===== config.mk =====
export PLATFORM = sky130hd
export DESIGN_NAME = jtopl_op_wr_sched
export DESIGN_NICKNAME = d
export VERILOG_FILES = /design/src/rtl/jtopl_op_wr_sched_pkg.sv /design/src/rtl/jtopl_op_wr_sched_slot_cnt.sv /design/src/rtl/jtopl_op_wr_sched.sv
export SDC_FILE = /design/constraint.sdc
export NUM_CORES = 1
export LEC_CHECK = 0
export ABC_AREA = 0
export BUFFER_PORTS_ARGS = -buffer_cell sky130_fd_sc_hd__buf_2
export CORE_MARGIN = 2
export CORE_UTILIZATION = 49
export CTS_BUF_LIST = sky130_fd_sc_hd__clkbuf_4
export DETAILED_ROUTE_END_ITERATION = 10
export PLACE_DENSITY = 0.71
export SLEW_MARGIN = 15
export SYNTH_ARGS = -nofsm -noshare
export SYNTH_HDL_FRONTEND = slang
export SYNTH_HIERARCHICAL = 1
export SYNTH_SLANG_ARGS = --single-unit

===== constraint.sdc =====
create_clock -name clk -period 12.4 [get_ports clk]
set_input_delay 2.48 -clock clk [delete_from_list [all_inputs] [get_ports clk]]
set_output_delay 2.48 -clock clk [all_outputs]
set_load 0.05 [all_outputs]

===== src/rtl/jtopl_op_wr_sched_pkg.sv =====
// Shared definitions for the operator-register write scheduler.
//   - default geometry of the operator CSR (slots per revolution, slot width,
//     stage offsets)
//   - register group codes decoded from sel_addr[7:5]
//   - field-select record and FSM state type
//   - helpers: operator offset validity and offset-to-slot mapping
package jtopl_op_wr_sched_pkg;

  localparam int LEN_DEF    = 18;
  localparam int SLOT_W_DEF = 5;
  localparam int OFF_II_DEF = 1;
  localparam int OFF_IV_DEF = 3;

  localparam logic [2:0] GRP_MULT   = 3'd1;
  localparam logic [2:0] GRP_KSL_TL = 3'd2;
  localparam logic [2:0] GRP_AR_DR  = 3'd3;
  localparam logic [2:0] GRP_SL_RR  = 3'd4;
  localparam logic [2:0] GRP_WAV    = 3'd7;

  typedef enum logic {
    ST_IDLE = 1'b0,
    ST_PEND = 1'b1
  } state_e;

  typedef struct packed {
    logic mult;
    logic ksl_tl;
    logic ar_dr;
    logic sl_rr;
    logic wav;
  } field_sel_t;

  // Operator offsets come in three blocks of six (0x00-0x05, 0x08-0x0D,
  // 0x10-0x15); the gaps at x6/x7 belong to no operator.
  function automatic logic op_off_valid(input logic [4:0] off);
    return (off <= 5'h15) && (off[2:0] <= 3'd5);
  endfunction

  // Slot index = block*6 + position, built as block*4 + block*2 + position.
  function automatic logic [4:0] op_tgt(input logic [4:0] off);
    return {1'b0, off[4:3], 2'b00} + {2'b00, off[4:3], 1'b0} + {2'b00, off[2:0]};
  endfunction

  function automatic field_sel_t grp_decode(input logic [2:0] grp);
    field_sel_t f;
    f = '0;
    case (grp)
      GRP_MULT:   f.mult   = 1'b1;
      GRP_KSL_TL: f.ksl_tl = 1'b1;
      GRP_AR_DR:  f.ar_dr  = 1'b1;
      GRP_SL_RR:  f.sl_rr  = 1'b1;
      GRP_WAV:    f.wav    = 1'b1;
      default:    f        = '0;
    endcase
    return f;
  endfunction

endpackage


===== src/rtl/jtopl_op_wr_sched_slot_cnt.sv =====
// Free-running operator slot counter for the CSR revolution.
// Advances on cen, wraps at LEN-1, and provides a registered zero flag.
// slot_nx exposes the value the counter will load on the next clk so that
// callers can register outputs aligned with the new slot.
// Ports:
//   clk, rst   clock, synchronous active-high reset
//   cen        slot advance enable
//   slot       current slot 0..LEN-1
//   zero       high while slot == 0
//   slot_nx    next-slot value (combinational from slot and cen)
module jtopl_op_wr_sched_slot_cnt
  import jtopl_op_wr_sched_pkg::*;
#(
  parameter int LEN    = LEN_DEF,
  parameter int SLOT_W = SLOT_W_DEF
) (
  input  logic              clk,
  input  logic              rst,
  input  logic              cen,
  output logic [SLOT_W-1:0] slot,
  output logic              zero,
  output logic [SLOT_W-1:0] slot_nx
);

  always_comb begin
    slot_nx = slot;
    if (cen) begin
      slot_nx = (slot == SLOT_W'(LEN - 1)) ? '0 : slot + SLOT_W'(1);
    end
  end

  always_ff @(posedge clk) begin
    if (rst) begin
      slot <= '0;
      zero <= 1'b1;
    end else begin
      slot <= slot_nx;
      zero <= (slot_nx == '0);
    end
  end

endmodule


===== src/rtl/jtopl_op_wr_sched.sv =====
// Operator-register write scheduler for the OPL operator CSR.
// Latches CPU address/data writes, decodes operator registers 0x20-0xF5 and
// holds one accepted write pending for a full CSR revolution, raising stage
// strobes I/II/IV while the target operator sits at each stage.
// Ports:
//   clk, rst              clock, synchronous active-high reset
//   cen                   slot advance enable (shared with the CSR)
//   wr_n, addr, din       CPU write strobe (active-low), addr/data select, data
//   busy                  operator write pending; further operator data dropped
//   slot, zero            current operator slot and slot==0 flag
//   dout                  latched data towards the CSR
//   up_mult..up_wav       field selects, level, held while busy
//   update_op_I/II/IV     stage strobes
//   up_other              one-clk pulse for non-operator data writes
//   sel_addr              latched address register
//
// state   | meaning
// --------+---------------------------------------------------------------
// ST_IDLE | no operator write pending; operator data writes are accepted
// ST_PEND | write pending; counting LEN cen-cycles before releasing
module jtopl_op_wr_sched
  import jtopl_op_wr_sched_pkg::*;
#(
  parameter int LEN    = LEN_DEF,
  parameter int SLOT_W = SLOT_W_DEF,
  parameter int OFF_II = OFF_II_DEF,
  parameter int OFF_IV = OFF_IV_DEF
) (
  input  logic              clk,
  input  logic              rst,
  input  logic              cen,
  input  logic              wr_n,
  input  logic              addr,
  input  logic [7:0]        din,
  output logic              busy,
  output logic [SLOT_W-1:0] slot,
  output logic              zero,
  output logic [7:0]        dout,
  output logic              up_mult,
  output logic              up_ksl_tl,
  output logic              up_ar_dr,
  output logic              up_sl_rr,
  output logic              up_wav,
  output logic              update_op_I,
  output logic              update_op_II,
  output logic              update_op_IV,
  output logic              up_other,
  output logic [7:0]        sel_addr
);

  localparam int SUM_W = SLOT_W + 1;

  // One extra bit so tgt+offset cannot overflow before the modulo.
  function automatic logic [SLOT_W-1:0] wrap_add(input logic [SLOT_W-1:0] base,
                                                 input int offs);
    logic [SUM_W-1:0] sum;
    sum = {1'b0, base} + SUM_W'(offs);
    if (sum >= SUM_W'(LEN)) begin
      sum = sum - SUM_W'(LEN);
    end
    return sum[SLOT_W-1:0];
  endfunction

  state_e            state, state_nx;
  field_sel_t        sel, sel_nx;
  logic [SLOT_W-1:0] rev_cnt, rev_nx;
  logic [SLOT_W-1:0] tgt, tgt_nx;
  logic [SLOT_W-1:0] slot_nx;
  logic [7:0]        dout_nx, sel_addr_nx;
  logic              up_other_nx;
  logic              wr_n_last;
  logic              wr_edge;
  logic              op_hit;
  logic              busy_nx;
  logic              st_i_nx, st_ii_nx, st_iv_nx;
  logic [2:0]        grp;
  logic [4:0]        off;

  jtopl_op_wr_sched_slot_cnt #(
    .LEN    (LEN),
    .SLOT_W (SLOT_W)
  ) u_slot_cnt (
    .clk     (clk),
    .rst     (rst),
    .cen     (cen),
    .slot    (slot),
    .zero    (zero),
    .slot_nx (slot_nx)
  );

  assign wr_edge = ~wr_n & wr_n_last;
  assign grp     = sel_addr[7:5];
  assign off     = sel_addr[4:0];
  assign op_hit  = (grp_decode(grp) != '0) && op_off_valid(off);

  assign busy      = (state == ST_PEND);
  assign up_mult   = sel.mult;
  assign up_ksl_tl = sel.ksl_tl;
  assign up_ar_dr  = sel.ar_dr;
  assign up_sl_rr  = sel.sl_rr;
  assign up_wav    = sel.wav;

  always_comb begin
    state_nx    = state;
    rev_nx      = rev_cnt;
    tgt_nx      = tgt;
    sel_nx      = sel;
    dout_nx     = dout;
    sel_addr_nx = sel_addr;
    up_other_nx = 1'b0;

    case (state)
      ST_IDLE: begin
        if (wr_edge && addr && op_hit) begin
          state_nx = ST_PEND;
          rev_nx   = '0;
          tgt_nx   = SLOT_W'(op_tgt(off));
          dout_nx  = din;
          sel_nx   = grp_decode(grp);
        end
      end
      ST_PEND: begin
        // A data write landing on the release clk still sees busy and is lost.
        if (cen) begin
          if (rev_cnt == SLOT_W'(LEN - 1)) begin
            state_nx = ST_IDLE;
            sel_nx   = '0;
          end else begin
            rev_nx = rev_cnt + SLOT_W'(1);
          end
        end
      end
      default: state_nx = ST_IDLE;
    endcase

    if (wr_edge && !addr) begin
      sel_addr_nx = din;
    end
    if (wr_edge && addr && !op_hit) begin
      up_other_nx = 1'b1;
      dout_nx     = din;
    end

    // Strobes are registered from next-state values so they line up with the
    // slot the counter is about to present.
    busy_nx  = (state_nx == ST_PEND);
    st_i_nx  = busy_nx && (slot_nx == tgt_nx);
    st_ii_nx = busy_nx && (slot_nx == wrap_add(tgt_nx, OFF_II));
    st_iv_nx = busy_nx && (slot_nx == wrap_add(tgt_nx, OFF_IV));
  end

  always_ff @(posedge clk) begin
    if (rst) begin
      state        <= ST_IDLE;
      rev_cnt      <= '0;
      tgt          <= '0;
      sel          <= '0;
      dout         <= '0;
      sel_addr     <= '0;
      up_other     <= 1'b0;
      wr_n_last    <= 1'b1;
      update_op_I  <= 1'b0;
      update_op_II <= 1'b0;
      update_op_IV <= 1'b0;
    end else begin
      state        <= state_nx;
      rev_cnt      <= rev_nx;
      tgt          <= tgt_nx;
      sel          <= sel_nx;
      dout         <= dout_nx;
      sel_addr     <= sel_addr_nx;
      up_other     <= up_other_nx;
      wr_n_last    <= wr_n;
      update_op_I  <= st_i_nx;
      update_op_II <= st_ii_nx;
      update_op_IV <= st_iv_nx;
    end
  end

endmodule

# Yosys cells after proc, flatten, opt, wreduce, memory -nomap -nowiden
# Cells that the tools add are included.
# Widths: inputs -> output; s select.
[word_totals]
ff_bits = 43
in_bits = 13
word_cells = 91
[classes]
n_addsub = 8
n_lt_le_gt_ge = 4
n_eq_ne = 15
mux = 27
bitwise_logic = 3
reduce_logical = 17
[op_table]
columns = ["operator", "count"]
rows = [
  ["$mux 5", 12],
  ["$mux 8", 3],
  ["$pmux 5 s2", 2],
  ["$eq 5x5->1", 3],
  ["$ge 6x5->1 const B", 2],
  ["$add 5x1->5 const B", 2],
  ["$eq 5x5->1 const B", 2],
  ["$sub 5x5->5 const B", 2],
  ["$logic_and 1x1->1", 9],
  ["$mux 1", 9],
  ["$add 5x1->6 const B", 1],
  ["$add 5x2->6 const B", 1],
  ["$eq 3x2->1 const B", 2],
  ["$eq 3x3->1 const B", 2],
  ["$ne 2x2->1 const B", 3],
  ["$reduce_and 3->1", 2],
  ["$add 4x3->5", 1],
  ["$add 5x3->5", 1],
  ["$le 5x5->1 const B", 1],
  ["$logic_not 5->1", 1],
  ["$reduce_bool 5->1", 1],
  ["$ne 2x1->1 const B", 2],
  ["$eq 3x1->1 const B", 1],
  ["$le 3x3->1 const B", 1],
  ["other kinds (6)", 8],
]

# Depth between registers and ports, before layout
# Gate-level depths: netlist (run 1).
[depth]
word_depth = 12
depth_mapped = 18
depth_no_buf = 16

# Hierarchy
# Netlist (run 1), hierarchy kept.
[by_module_without_submodules]
columns = ["mod", "n_inst", "cells_each", "area_per_inst_um2"]
rows = [
  ["jtopl_op_wr_sched", 1, 274, 2403.6],
  ["jtopl_op_wr_sched_slot_cnt", 1, 36, 336.6],
]

# Worst setup path after synthesis (run 1)
# No wires, ideal clock.
[synth_timing]
path_kind = "input -> register"
startpoint = "input wr_n"
endpoint = "register update_op_II"
t_arrival_ps = 5652
required_time_ps = 12339
path_slack_ps = 6687
path_stages = 15
n_path_buf = 2
cell_sequence = "nand3b_1 a2111oi_4 nand2_4 buf_6 mux2i_1 inv_1 ha_1 clkbuf_1 or2_2 a21oi_1 mux2_4 o221ai_4 or3_1 nand3_1 and4b_1"
[synth_between]
elab_chain_cells = 11
elab_cells_between_ends = 14
cone_classes = "2 x add/sub; 1 x order compare; 1 x eq/ne; 5 x mux; 2 x bitwise; 3 x reduce/logical"
[synth_lines]
columns = ["item", "line_no", "text"]
rows = [
  ["start, declared", "jtopl_op_wr_sched.sv:32", "input logic wr_n,"],
  ["$not 1->1 (*)", "jtopl_op_wr_sched.sv:91", "assign wr_edge = ~wr_n & wr_n_last;"],
  ["$and 1x1->1 (*)", "jtopl_op_wr_sched.sv:91", ""],
  ["$logic_and 1x1->1 (*) (2 in a row)", "jtopl_op_wr_sched.sv:114", "if (wr_edge && addr && op_hit) begin"],
  ["$mux 5 (*)", "jtopl_op_wr_sched.sv:114", ""],
  ["$mux 5 (*)", "jtopl_op_wr_sched.sv:112", "case (state)"],
  ["via tgt_nx[1]", "jtopl_op_wr_sched.sv:67", "logic [SLOT_W-1:0] tgt, tgt_nx;"],
  ["$add 5x1->6 (*)", "jtopl_op_wr_sched.sv:57", "sum = {1'b0, base} + SUM_W'(offs);"],
  ["$sub 5x5->5 or $ge 6x5->1 (tied branches)", "jtopl_op_wr_sched.sv:59, jtopl_op_wr_sched.sv:58", ""],
  ["$mux 5 (*)", "jtopl_op_wr_sched.sv:58", "if (sum >= SUM_W'(LEN)) begin"],
  ["$eq 5x5->1 (*)", "jtopl_op_wr_sched.sv:148", "st_ii_nx = busy_nx && (slot_nx == wrap_add(tgt_nx, OFF_II));"],
  ["$logic_and 1x1->1 (*)", "jtopl_op_wr_sched.sv:148", ""],
  ["end signal, assigned", "jtopl_op_wr_sched.sv:175", "update_op_II <= st_ii_nx;"],
  ["end, declared", "jtopl_op_wr_sched.sv:45", "output logic update_op_II,"],
]
# Mark *: on every way through the listed nets, which the timed path passes. The rest lies on a longest branch.
# A chain may end at the register's enable or synchronous reset.

# Worst setup path in the final report (run 1)
# Ends and elaborated chain as after synthesis.

==> results of run 1 <==
==> worst max-delay path, cell delays in order <==
cell and delay [ns]:
buf_2 0.11, nand3b_1 0.26, a2111oi_4 0.61, nand2_4 0.27
mux2i_1 0.44, inv_1 0.09, ha_1 0.30, or2_2 0.30
a21oi_1 0.18, mux2_4 0.20, o221ai_4 0.15, or3_1 0.37
nand3_1 0.08, and4b_1 0.18
==> metrics by stage <==
step	util	total power [mW]	instance area, sq um	hold slack, ns
floorplan	-	0.1896	2740	0.5135
global placement	0.5482	0.2003	2982	0.4375
detailed placement	0.5482	0.2010	2982	0.4471
CTS	0.5675	0.3131	3087	0.4655
global route	0.5675	0.3222	3087	0.5113
finish	0.5675	0.3090	3087	0.4592
==> sequential cells by signal, summed over array words and instances (netlist names) <==
signal	flops
busy	1
dout	8
rev_cnt	5
sel_addr	8
tgt	5
u_slot_cnt/slot	5
u_slot_cnt/zero	1
up_ar_dr	1
up_ksl_tl	1
up_mult	1
up_other	1
up_sl_rr	1
up_wav	1
update_op_I	1
update_op_II	1
update_op_IV	1
wr_n_last	1
==> logic make-up after synthesis <==
| kind of cell | after synthesis | synth area share |
|---|---|---|
| AND/OR/NAND/NOR | 127 | 0.2470 |
| buffers and inverters | 29 | 0.04840 |
| multiplexers | 26 | 0.1041 |
| AO/OA/AOI/OAI | 52 | 0.1511 |
| flip-flops | 43 | 0.3142 |
| adder cells (fa/ha/maj) | 14 | 0.06941 |
| XOR/XNOR | 19 | 0.06575 |
==> report_power, final <==
part / total, mW / internal, mW / switching, mW
registers: 0.147 / 0.142 / 0.00464
logic: 0.0510 / 0.0168 / 0.0341
clock network: 0.111 / 0.0651 / 0.0461
==> routing by layer <==
metal | track usage | vias up
li1 | - | 1187
met1 | 0.2562 | 1051
met2 | 0.3094 | 63
met3 | 0.03864 | 8
met4 | 0.05439 | 0
met5 | 0 | -
==> final cells by class <==
class	count	area share
flip-flops and latches	43	0.2789
clock buffers	6	0.01459
clock inverters	2	0.01946
repair buffers	45	0.07377
inverters	15	0.01824
well taps	72	0.02919
multi-input cells	238	0.5659
==> layout by cell type (no fill, tap or decap), types with 3 or more instances in the layout <==
master and instances:
nor2b_1 3, a21oi_1 15, nand3_1 10, or2_2 3
nand3b_1 5, o211ai_1 4, ha_1 12, dfxtp_1 43
nand2_1 13, nand2b_1 4, nand4_1 7, o21ai_0 4
o21ai_1 4, clkbuf_4 6, nor3_1 9, mux2i_1 21
buf_2 44, and2_1 5, nor2_1 45, xor2_1 11
xnor2_1 7, inv_1 14, o22ai_1 3, nor4_1 8
==> worst paths after layout <==
check              start            to  slack (ns)  depth (start not counted)
max                 wr_n  update_op_II        6.70                         14
min             up_sl_rr      up_sl_rr        0.46                          2
min reg2reg     up_sl_rr      up_sl_rr        0.46                          2
max reg2reg  sel_addr[7]  update_op_II        8.34                         13
==> flow_summary.json, run 1 <==
{
  "synth_commonest_cells": "nor2_1, dfxtp_1, mux2i_1",
  "clockBufferDepth": 2,
  "slew_violations": 0,
  "crit_required_ns": 12.71,
  "cap_violations": 0,
  "power.density_nw_per_um2": 100.1,
  "ioPinCount": 45,
  "cp.arrival_ns": 6.01,
  "htreeDepth": 2,
  "portBuffers": 44,
  "routed_wl_um": 5687,
  "avgSynthCellArea_sq_um": 8.839,
  "grt_antenna_before_repair": 0,
  "drc_errors": 0,
  "setup_viol": 0,
  "finClkSkew_ns": 0.01207,
  "ys_seq_area_frac": 0.3142,
  "period_share": 0.4595,
  "timing.final.ws_setup_ns": 6.702,
  "avgViaCountPerCell": 5.485,
  "path_class": "in -> reg",
  "place_congestion": 0.9179,
  "power.leakage_nw": 1.331,
  "vias": 2309,
  "synth_seq_cells": 43,
  "worst_slew_pin_slew_ns": 0.9774,
  "hp-class": "reg -> reg",
  "multi_input_area_sq_um": 1747,
  "path_clk_slew_ns": 0.13,
  "syn2layout_area_growth_pct": 12.65,
  "postCtsHoldBufs": 0,
  "grt_pass1_wl_um": 9473,
  "status": "completed",
  "diodes": 0,
  "dr.pass1.iters": 4,
  "stdcell_count": 421,
  "grt_util_all_layers": 0.1904,
  "fmax_mhz": 175.5,
  "cts.sinks": 43,
  "yosysWarnings": 6,
  "synth_nets": 337,
  "top_layer": "met4",
  "syn_area_sq_um": 2740,
  "slew_headroom": 0.3484,
  "async_flop_share": 0,
  "fillers": 496,
  "cts_setup_buffers": 0,
  "cts_tree": "yes",
  "hold_viol": 0,
  "dp_slack_ns": 6.329,
  "wl_met2_um": 2670,
  "synth_ff_type": "dfxtp_1",
  "dp_cells": 413,
  "clock-root-buffer": "clkbuf_4",
  "grt_pass1_vias": 2040,
  "rows": 27,
  "cts_resized": 0,
  "synth_edf_count": 0,
  "ant_nets": 0,
  "die_x_um": 78.78,
  "critPathLaunchType": "input pin",
  "synthCells": 310,
  "wire_per_inst_um": 13.51,
  "yosysTopAreaCell": "dfxtp_1",
  "start_util": 0.5038,
  "cts_buffers": 5,
  "route.met3.wl_um": 259,
  "drive_above_1_share": 0.2120,
  "ys_types": 62,
  "wl_met1_um": 2697,
  "synth_top_area_share": 0.3142,
  "cp_max_fo": 14,
  "ir_drop_mv": 0.06102,
  "dieHeight_um": 78.78,
  "grt_overflow": 0,
  "synth_most_common_cell": "nor2_1",
  "seqCellArea_sq_um": 860.8,
  "first_iter_violations": 134,
  "grt_max_degree": 39,
  "post-dp-hpwl_um": 4299,
  "fin_nets": 375,
  "synth.area.top_cells": "dfxtp_1, mux2i_1, nor2_1",
  "worstSkewPairLatency_ns": 0.36,
  "rsz0062_at_grt": "false",
  "fin_tns_setup_ns": 0,
  "core_sq_um": 5439,
  "dieArea_sq_um": 6206,
  "post-route-min-period_ns": 5.698,
  "crit_path_end_kind": "flip-flop"
}
(Power assumes the default switching activity.)
==> inputs of run 2 (changes only) <==
ABC_AREA = 1   (was 0)
PLACE_DENSITY = 0.74   (was 0.71)
clock period = 4.8 ns   (was 12.4 ns; I/O delays follow)
==> flow_summary.json, run 2 <==
{
  "postCtsHoldBufs": 0,
  "pwr-share-clk": 0.325,
  "dieHeight_um": 76.46,
  "hp-class": "reg -> reg",
  "cts_tree": "yes",
  "swShare": 0.3177,
  "yosys.area_share.simple": 0.3560,
  "async_flop_share": 0,
  "clockBufferDepth": 2,
  "grt_pass1_wl_um": 9708,
  "worstSkewPairLatency_ns": 0.37,
  "fin_tns_setup_ns": 0,
  "period_share": 0.6199,
  "grt_use_met2": 0.3230,
  "grt_max_degree": 22,
  "reg_top3": "dout (8), sel_addr (8)",
  "final_area_sq_um": 2955,
  "crit_chain": "buf_2 > inv_2 > nand2_1 > nor2_2 > nand4_4 > nand2_1 > nand2_2 > ha_1 > or2_2 > nor2_1 > nand3_2 > nand2_4 > nand2_1 > o21ai_0 > nand2_1 > nand2_1 > nor2_1",
  "crit_top_cell": "nand2_1",
  "final_common_cell": "nand2_1",
  "slew_violations": 0,
  "avgSynthCellArea_sq_um": 6.915,
  "syn2layout_area_growth_pct": 14.88,
  "ys_types": 34,
  "cts_buffers": 5,
  "first_iter_violations": 147,
  "post-dp-hpwl_um": 4361,
  "grt_antenna_before_repair": 0,
  "hold_viol": 0,
  "avgViaCountPerCell": 4.986,
  "synth_mux_area_frac": 0,
  "switchingPower_mw": 0.2801,
  "ir_drop_mv": 0.1882,
  "synth_top_area_share": 0.3346,
  "cts_setup_buffers": 0,
  "critPathLaunchType": "input pin",
  "routed_wl_um": 5602,
  "synth_xor_area_frac": 0.02724,
  "power.leakage_nw": 1.460,
  "hold_path_depth": 2,
  "synthCells": 372,
  "drive_above_1_share": 0.2005,
  "worst_slew_pin_slew_ns": 0.4952,
  "placed_area_sq_um": 2850,
  "core_sq_um": 5075,
  "rsz0062_at_grt": "false",
  "hp-start": "up_ksl_tl",
  "cp.arrival_ns": 3.24,
  "p_seq_frac": 0.443,
  "crit_required_ns": 5.07,
  "synth_ff_type": "dfxtp_1",
  "ys_seq_area_frac": 0.3346,
  "cts.sinks": 43,
  "cp_max_fo": 12,
  "path_delay_family": "simple AND/OR/NAND/NOR gates",
  "cap_violations": 0,
  "grt_util_all_layers": 0.2008,
  "p_int_mw": 0.6013,
  "status": "completed",
  "syn_area_sq_um": 2572,
  "rows": 26,
  "r2r_cells": 17,
  "synth.area.top_cells": "dfxtp_1, nand2_1, nor2_1",
  "fin_total_pwr_mw": 0.8814,
  "wire_per_inst_um": 11.46,
  "synth_most_common_cell": "nand2_1",
  "finClkSkew_ns": 0.01536,
  "post-route-min-period_ns": 2.975,
  "r2r_slack_ns": 1.91,
  "crit_path_end_kind": "flip-flop",
  "ioPinCount": 45,
  "start_util": 0.5069,
  "synth_compound_area_frac": 0.1206,
  "final_core_util": 0.5823,
  "ant_nets": 0,
  "synth_seq_cells": 43,
  "synth_edf_count": 0,
  "portBuffers": 44,
  "top_usage_layer": "met2",
  "cts_resized": 0,
  "layout_common_cells": "nand2_1, nor2_1, inv_1",
  "slew_headroom": 0.6689,
  "synth_commonest_cells": "nand2_1, nor2_1, inv_1",
  "yosysWarnings": 6,
  "fmax_mhz": 336.1,
  "yosysTopAreaCell": "dfxtp_1",
  "met3_usage": 0.04028,
  "fillers": 498,
  "synth_nets": 399,
  "drc_errors": 0,
  "setup_viol": 0,
  "crit_buf_inv": 2,
  "cp_slowest_cell": "ha_1",
  "grt_pass1_vias": 2146,
  "die_x_um": 76.46,
  "path_class": "in -> reg",
  "synthAdderAreaFrac": 0.07393,
  "vias": 2438,
  "power.density_nw_per_um2": 298.2,
  "dr.pass1.iters": 4,
  "clock-root-buffer": "clkbuf_4",
  "rr_endpoint": "update_op_II",
  "dieArea_sq_um": 5845,
  "timing.final.ws_setup_ns": 1.825,
  "slowest_delay_ns": 0.35,
  "diodes": 0,
  "r2r_start": "sel_addr[4]",
  "grt_overflow": 0,
  "synth_top_family_by_area": "simple AND/OR/NAND/NOR gates",
  "dp_slack_ns": 1.440,
  "power_frac_comb": 0.232,
  "place_congestion": 0.8921,
  "grtUsageMet1": 0.2721,
  "path_clk_slew_ns": 0.13,
  "htreeDepth": 2,
  "whs_endpoint": "up_ksl_tl",
  "fin_nets": 445
}
run 2: cells by family (layout without fill, tap and decap cells):
| group | count (synthesis) | after routing |
|---|---|---|
| XOR/XNOR | 8 | 8 |
| AO/OA/AOI/OAI | 54 | 54 |
| adder cells (fa/ha/maj) | 14 | 14 |
| AND/OR/NAND/NOR | 196 | 196 |
| buffers and inverters | 57 | 104 |
| flip-flops | 43 | 43 |
run 2: final cells by class:
class	instances	area, sq um	area share
well taps	70	87.58	0.02964
repair buffers	44	220.2	0.07451
inverters	52	195.2	0.06605
flip-flops and latches	43	860.8	0.2913
clock inverters	2	60.06	0.02032
multi-input cells	272	1486	0.5030
clock buffers	6	45.04	0.01524
run 2: tightest hold or removal path, cell delays in order, from the launching register on:
cell	delay (ns)
dfxtp_1	0.33
nand2_1	0.06
a21oi_1	0.05
run 2: metal layers:
metal | wire length (um) | up-vias
li1 | - | 1279
met1 | 2642 | 1100
met2 | 2623 | 50
met3 | 261 | 9
met4 | 75 | 0
met5 | 0 | -
run 2: through the flow:
step | instances | hold slack (ns)
floorplan | 372 | 0.4916
global placement | 481 | 0.4540
detailed placement | 481 | 0.4574
CTS | 489 | 0.4763
global route | 489 | 0.4936
finish | 489 | 0.4716
run 2: power groups by stage:
stage | clock [mW] | combinational (mW) | sequential (mW)
3_5_place_dp | 0 | 0.205 | 0.398
2_1_floorplan | 0 | 0.110 | 0.446
6_report | 0.287 | 0.205 | 0.390
3_3_place_gp | 0 | 0.200 | 0.398
4_1_cts | 0.291 | 0.206 | 0.390
5_1_grt | 0.309 | 0.228 | 0.393
run 2: how the worst max path moves through the flow:
stage                              end  from  slack, ns  cells after the start
after floorplan           update_op_IV  wr_n       1.79                     17
after global placement    update_op_IV  wr_n       1.56                     17
after detailed placement  update_op_IV  wr_n       1.44                     17
after CTS                 update_op_IV  wr_n       1.83                     17
after global routing      update_op_IV  wr_n       1.61                     17
final                     update_op_IV  wr_n       1.82                     17
